[src/rtl/mmu_pkg.sv]
// Shared MMU types and constants for the PTW memory responder.
package mmu_pkg;

  // Width of the address field carried in the PTW request struct.
  localparam int unsigned PTW_ADDR_W = 40;

  localparam logic [4:0] M_XRD   = 5'b00000;
  localparam logic [4:0] M_XA_OR = 5'b01010;
  localparam logic [3:0] MT_D    = 4'b0011;

  typedef enum logic [2:0] {
    IDLE,
    RD_REQ,
    RD_WAIT,
    WR_REQ,
    WR_WAIT,
    RESP,
    NACK
  } ptw_mem_state_e;

  typedef struct packed {
    logic                  valid;
    logic                  phys;
    logic [4:0]            cmd;
    logic [3:0]            typ;
    logic [PTW_ADDR_W-1:0] addr;
    logic                  kill;
    logic [63:0]           data;
  } ptw_req_t;

  typedef struct packed {
    ptw_req_t req;
  } ptw_dmem_comm_t;

  typedef struct packed {
    logic        valid;
    logic        nack;
    logic [63:0] data;
  } dmem_resp_t;

  typedef struct packed {
    logic       dmem_ready;
    dmem_resp_t resp;
  } dmem_ptw_comm_t;

  // A request the responder cannot serve: only aligned physical doubleword reads/OR-AMOs.
  function automatic logic ptw_req_unsupported(input ptw_req_t r);
    return !((r.cmd == M_XRD) || (r.cmd == M_XA_OR)) || (r.typ != MT_D) ||
           !r.phys || (r.addr[2:0] != 3'b000);
  endfunction

endpackage

[src/rtl/ptw_mem_responder.sv]
// PTW memory responder: serves page-table-walker doubleword reads and OR-AMOs
// (used to set A/D bits) against a simple req/gnt/rvalid backing memory.
// Optional build macro PTW_MEM_TIMEOUT_EN adds a per-state timeout that nacks
// the walker when the backing memory stalls for TIMEOUT_CYCLES cycles.
module ptw_mem_responder
  import mmu_pkg::*;
#(
  parameter int unsigned ADDR_W         = 40,
  parameter int unsigned TIMEOUT_CYCLES = 64
) (
  input  logic              clk_i,
  input  logic              rst_i,
  input  ptw_dmem_comm_t    ptw_dmem_comm_i,
  output dmem_ptw_comm_t    dmem_ptw_comm_o,
  output logic              mem_req_o,
  output logic              mem_we_o,
  output logic [ADDR_W-1:0] mem_addr_o,
  output logic [63:0]       mem_wdata_o,
  input  logic              mem_gnt_i,
  input  logic              mem_rvalid_i,
  input  logic [63:0]       mem_rdata_i,
  input  logic              mem_err_i
);

  ptw_mem_state_e    r_state;
  logic [4:0]        r_cmd;
  logic [ADDR_W-1:0] r_addr;
  logic [63:0]       r_data;
  logic [63:0]       r_rdata;

  logic w_bad;
  logic w_tmo;

  assign w_bad = ptw_req_unsupported(ptw_dmem_comm_i.req);

`ifdef PTW_MEM_TIMEOUT_EN
  localparam int unsigned CntW = (TIMEOUT_CYCLES > 1) ? $clog2(TIMEOUT_CYCLES) : 1;

  logic [CntW-1:0] r_tmo_cnt;
  logic            w_counting;
  logic            w_advance;

  assign w_counting = (r_state == RD_REQ) || (r_state == RD_WAIT) ||
                      (r_state == WR_REQ) || (r_state == WR_WAIT);
  // Any handshake that moves the FSM on is a state entry and restarts the count.
  assign w_advance  = (((r_state == RD_REQ) || (r_state == WR_REQ)) && mem_gnt_i) ||
                      (((r_state == RD_WAIT) || (r_state == WR_WAIT)) && mem_rvalid_i);
  assign w_tmo      = w_counting && (r_tmo_cnt == CntW'(TIMEOUT_CYCLES - 1));

  // Count cycles spent in the current memory-waiting state.
  always_ff @(posedge clk_i or posedge rst_i) begin
    if (rst_i) begin
      r_tmo_cnt <= '0;
    end else if (!w_counting || w_advance || w_tmo) begin
      r_tmo_cnt <= '0;
    end else begin
      r_tmo_cnt <= r_tmo_cnt + 1'b1;
    end
  end
`else
  assign w_tmo = 1'b0;
`endif

  // Request FSM; a handshake completing in the final timeout cycle still wins.
  always_ff @(posedge clk_i or posedge rst_i) begin
    if (rst_i) begin
      r_state <= IDLE;
      r_cmd   <= '0;
      r_addr  <= '0;
      r_data  <= '0;
      r_rdata <= '0;
    end else begin
      unique case (r_state)
        IDLE: begin
          if (ptw_dmem_comm_i.req.valid && !ptw_dmem_comm_i.req.kill) begin
            r_cmd   <= ptw_dmem_comm_i.req.cmd;
            r_addr  <= ADDR_W'(ptw_dmem_comm_i.req.addr);
            r_data  <= ptw_dmem_comm_i.req.data;
            r_state <= w_bad ? NACK : RD_REQ;
          end
        end
        RD_REQ: begin
          if (mem_gnt_i)  r_state <= RD_WAIT;
          else if (w_tmo) r_state <= NACK;
        end
        RD_WAIT: begin
          if (mem_rvalid_i) begin
            if (mem_err_i) begin
              r_state <= NACK;
            end else begin
              r_rdata <= mem_rdata_i;
              r_state <= (r_cmd == M_XA_OR) ? WR_REQ : RESP;
            end
          end else if (w_tmo) begin
            r_state <= NACK;
          end
        end
        WR_REQ: begin
          if (mem_gnt_i)  r_state <= WR_WAIT;
          else if (w_tmo) r_state <= NACK;
        end
        WR_WAIT: begin
          if (mem_rvalid_i) r_state <= mem_err_i ? NACK : RESP;
          else if (w_tmo)   r_state <= NACK;
        end
        RESP:    r_state <= IDLE;
        NACK:    r_state <= IDLE;
        default: r_state <= IDLE;
      endcase
    end
  end

  // Outputs decode straight from state flops; ready is gated so it stays low in reset.
  always_comb begin
    dmem_ptw_comm_o            = '0;
    dmem_ptw_comm_o.dmem_ready = (r_state == IDLE) && !rst_i;
    dmem_ptw_comm_o.resp.valid = (r_state == RESP);
    dmem_ptw_comm_o.resp.nack  = (r_state == NACK);
    dmem_ptw_comm_o.resp.data  = r_rdata;
    mem_req_o                  = (r_state == RD_REQ) || (r_state == WR_REQ);
    mem_we_o                   = (r_state == WR_REQ);
    mem_addr_o                 = r_addr;
    mem_wdata_o                = r_rdata | r_data;
  end

endmodule

[config.mk]
export PLATFORM = sky130hd
export DESIGN_NAME = ptw_mem_responder
export DESIGN_NICKNAME = d
export VERILOG_FILES = /design/src/rtl/mmu_pkg.sv /design/src/rtl/ptw_mem_responder.sv
export SDC_FILE = /design/constraint.sdc
export NUM_CORES = 1
export LEC_CHECK = 0
export CORE_AREA = 2 2 139 141
export CTS_CLUSTER_SIZE = 14
export DETAILED_ROUTE_END_ITERATION = 16
export DIE_AREA = 0 0 141 143
export PLACE_DENSITY = 0.78
export RECOVER_POWER = 50
export REMOVE_ABC_BUFFERS = 1
export SLEW_MARGIN = 0
export SYNTH_ARGS = -nofsm -noshare
export SYNTH_HDL_FRONTEND = slang
export SYNTH_SLANG_ARGS = --single-unit
[constraint.sdc]
create_clock -name clk_i -period 9.8 [get_ports clk_i]
set_input_delay 0.98 -clock clk_i [delete_from_list [all_inputs] [get_ports clk_i]]
set_output_delay 0.98 -clock clk_i [all_outputs]
set_load 0.01 [all_outputs]
==> metrics.md <==
| Metric | Value |
|---|---|
| Outcome | finished with violations |
| Failing checks | max-capacitance violations, max-slew violations |
| Worst path max stage delay | between 1500 and 2000 ps |
| Placed cell areas | between 0.01 and 0.015 mm^2 |
| Post-CTS Setup Repair Bufs | 0 |
| Synthesis warning total | 0 |
| Final setup vio count | 0 |
| # port buffers | roughly 360 |
| Post-synthesis async set-or-reset flop share | 100% |
| Total power | 0.00350 W |
| Fill count | 1492 |
| Seq/Total Area, Yosys | 61.1% |
| Post-route DRC | 0 |
| Setup TNS | 0 ps |
| Via count | between 5k and 6k |
| Synth Flop Type | dfrtp_1 |
| # hold bufs at CTS | 0 |
| Clk_lat worst skew | roughly 430 ps |
| Die width | approximately 140 um |
| RSZ-0062 raised after global routing | no |
| Synth top area share | approximately three fifths |
| Crit path cell chain | dlygate4sd3_1, clkinvlp_2, clkbuf_1 |
| Power per cell area | 304 mW/mm^2 |
| Vias/cell | about 4.8 |
| First-pass GRT wire length | a little under 30000 um |
| Antenna violations before repair | 0 |
| Startpoint Class | primary input |
| Avg Cell Area, Syn | between 15 and 20 um^2 |
| Routed WL | about 19000 um |
| Mapped Cells | ~480 |
| Die height | 143 um |
| Worst EP arrival | between 5000 and 6000 ps |
| Sequential Area | 0.00440 mm^2 |
| Max Clk Rate | 0.196 GHz |
| Worst Hold Class | reg -> reg |
| Rel. slew slack | -88.6% |
| CP max-delay cell | clkbuf_1 |
| Antenna Cells | 0 |
| CTS resizes | 0 |
| Worst Setup Slack, final | about 4700 ps |
| Max FO, Critical Path | 64 |
| Final Instance Area | 0.0115 mm^2 |
| Setup CP Type | in -> async |
| Fin crit share | 52.2% |
| Mapped cell area | between 0.007 and 0.008 mm^2 |
| Synthesis-to-finish area growth | 59.7% |
| Min cycle time layout | between 5000 and 6000 ps |
| Final nets | roughly 1k |
| Worst r2r src | r_state[2] |
| Yosys reg bits | ~180 |
| Ports | 358 |
| Cells taking the most area after synthesis | dfrtp_1 (61%), mux2_2 (25%), or2_2 (5.6%) |
| DP HPWL | roughly 14000 um |
| Number of global-route vias before repair | approximately 5.4k |
| Root buf cell | clkbuf_16 |
| CP Data Required Time | between 9000 and 10000 ps |
| Max Clock Skew | 9.22 ps |
| Footprint of the multi-input gates | about 0.0026 mm^2 |
| Largest area contributor in the netlist | dfrtp_1 |
| Count leader, synth | dfrtp_1 |
| # rows | 50 |
| Num CTS Buffers | 17 |
| Yosys cell types | 35 |
| Post-synth EDFFs | 0 |
| Clock-pin slew on the worst setup and hold paths | approximately 70 ps |
| Placer Congestion | about 0.79 |
| Crit path from | rst_i |
| DIE AREA | between 0.02 and 0.025 mm^2 |
| WL/cell | ~17 um |
| Worst-Margin Slew | around 2800 ps |
| Most frequent cells after synthesis | dfrtp_1 (176), mux2_2 (163), or2_2 (64) |
| Hold_sp | r_data[5] |
| Core area | between 0.015 and 0.02 mm^2 |
| Longest Clk Path Bufs | 2 |
| CP Capture Type | asynchronous set/reset pin |
| Pin count of the biggest net entering global routing | 67 |
| Initial DRC count | between 100 and 150 |
| Slew Limit Fails | around 160 |
| Clock sink count | between 150 and 200 |
| Maximum VDD drop | 0.000148 V |
| H-tree Lvls | 4 |
| Starting density of the core | about two fifths |
| First drt pass iteration count | 6 |
| MaxCap Viol Count | 3 |
| Endpoints failing hold | 0 |
| Setup Slack @ Placement | 6240 ps |
| GRT Total Usage | 18.8% |
| Leak pwr | about 5.0 nW |
| Remaining global-route overflow | 0 |
| Layout cells sized above 1 | a little under a third |
| Antenna viol nets, final | 0 |
| TritonCTS clock tree | built |
## layout make-up
| class | instances | area share [%] |
|---|---|---|
| multi-input combinational | 278 | 23.0 |
| timing repair buffer | 361 | 31.3 |
| clock buffer | 18 | 3.73 |
| clock inverter | 14 | 1.07 |
| inverter | 3 | 0.109 |
| sequential | 176 | 38.3 |
| tap | 234 | 2.54 |
## cells by family after synthesis
family	share of synthesized area, %
AO/OA/AOI/OAI	1.37
XOR/XNOR	0.243
flip-flops	61.1
buffers and inverters	1.75
multiplexers	27.6
AND/OR/NAND/NOR	7.94
## power breakdown
group / switching (W) / total (W) / internal, W
clock network: 0.000310 / 0.000644 / 0.000334
registers: 0.000202 / 0.00128 / 0.00108
logic: 0.000571 / 0.00158 / 0.00100
total: 0.00108 / 0.00350 / 0.00242
## critical path: cells and delay by family
family | cells | cell delay, ps
buf+inv | 3 | 4070
## per-layer routing
layer | vias up | global-route usage (%) | part of all wire [%]
li1 | 2406 | - | -
met1 | 2538 | 21.1 | 38
met2 | 227 | 32.6 | 51
met3 | 30 | 7.24 | 8.4
met4 | 0 | 7.21 | 2.3
met5 | - | 0 | 0
## layout by cell type (no fill, tap or decap), types with 2 or more instances in the layout
cell type          n
and3_1             2
nor4_1             2
inv_6              4
nor2_1             3
inv_8              4
dfrtp_1          176
clkbuf_1           3
nor3b_1            3
buf_4              2
mux2_1             9
clkbuf_16         17
dlygate4sd3_1    107
clkdlybuf4s50_1  250
inv_1              2
or2_2             64
a21oi_1            3
mux2_2           163
nand2_1            4
nand3b_1           2
clkinvlp_4         5
nor2b_1            3
## metrics by stage
| step | util (%) | hold WS (ps) | instances |
|---|---|---|---|
| 5_1_grt | 61.9 | 508 | 1084 |
| 4_1_cts | 62.2 | 503 | 1084 |
| 2_1_floorplan | - | 471 | 457 |
| 3_5_place_dp | 59.2 | 486 | 1052 |
| 6_report | 61.9 | 493 | 1084 |
| 3_3_place_gp | 59.2 | 478 | 1052 |
## flip-flops by register name (all words and copies together), names as in the netlist
signal	cells
r_data	64
mem_addr_o	40
r_rdata	64
r_state	3
r_cmd	5
## final timing paths
check                                  to  slack, ps  depth (start not counted)
hold / removal                  r_data[5]        490                          1
min in group asynchronous     r_rdata[23]       1820                          2
max in group clk_i         mem_addr_o[18]       5200                          5
setup reg to reg           mem_addr_o[18]       5560                          5
setup / recovery                r_data[7]       4690                          3
hold reg to reg                 r_data[5]        490                          1
(Power assumes the default switching activity.)
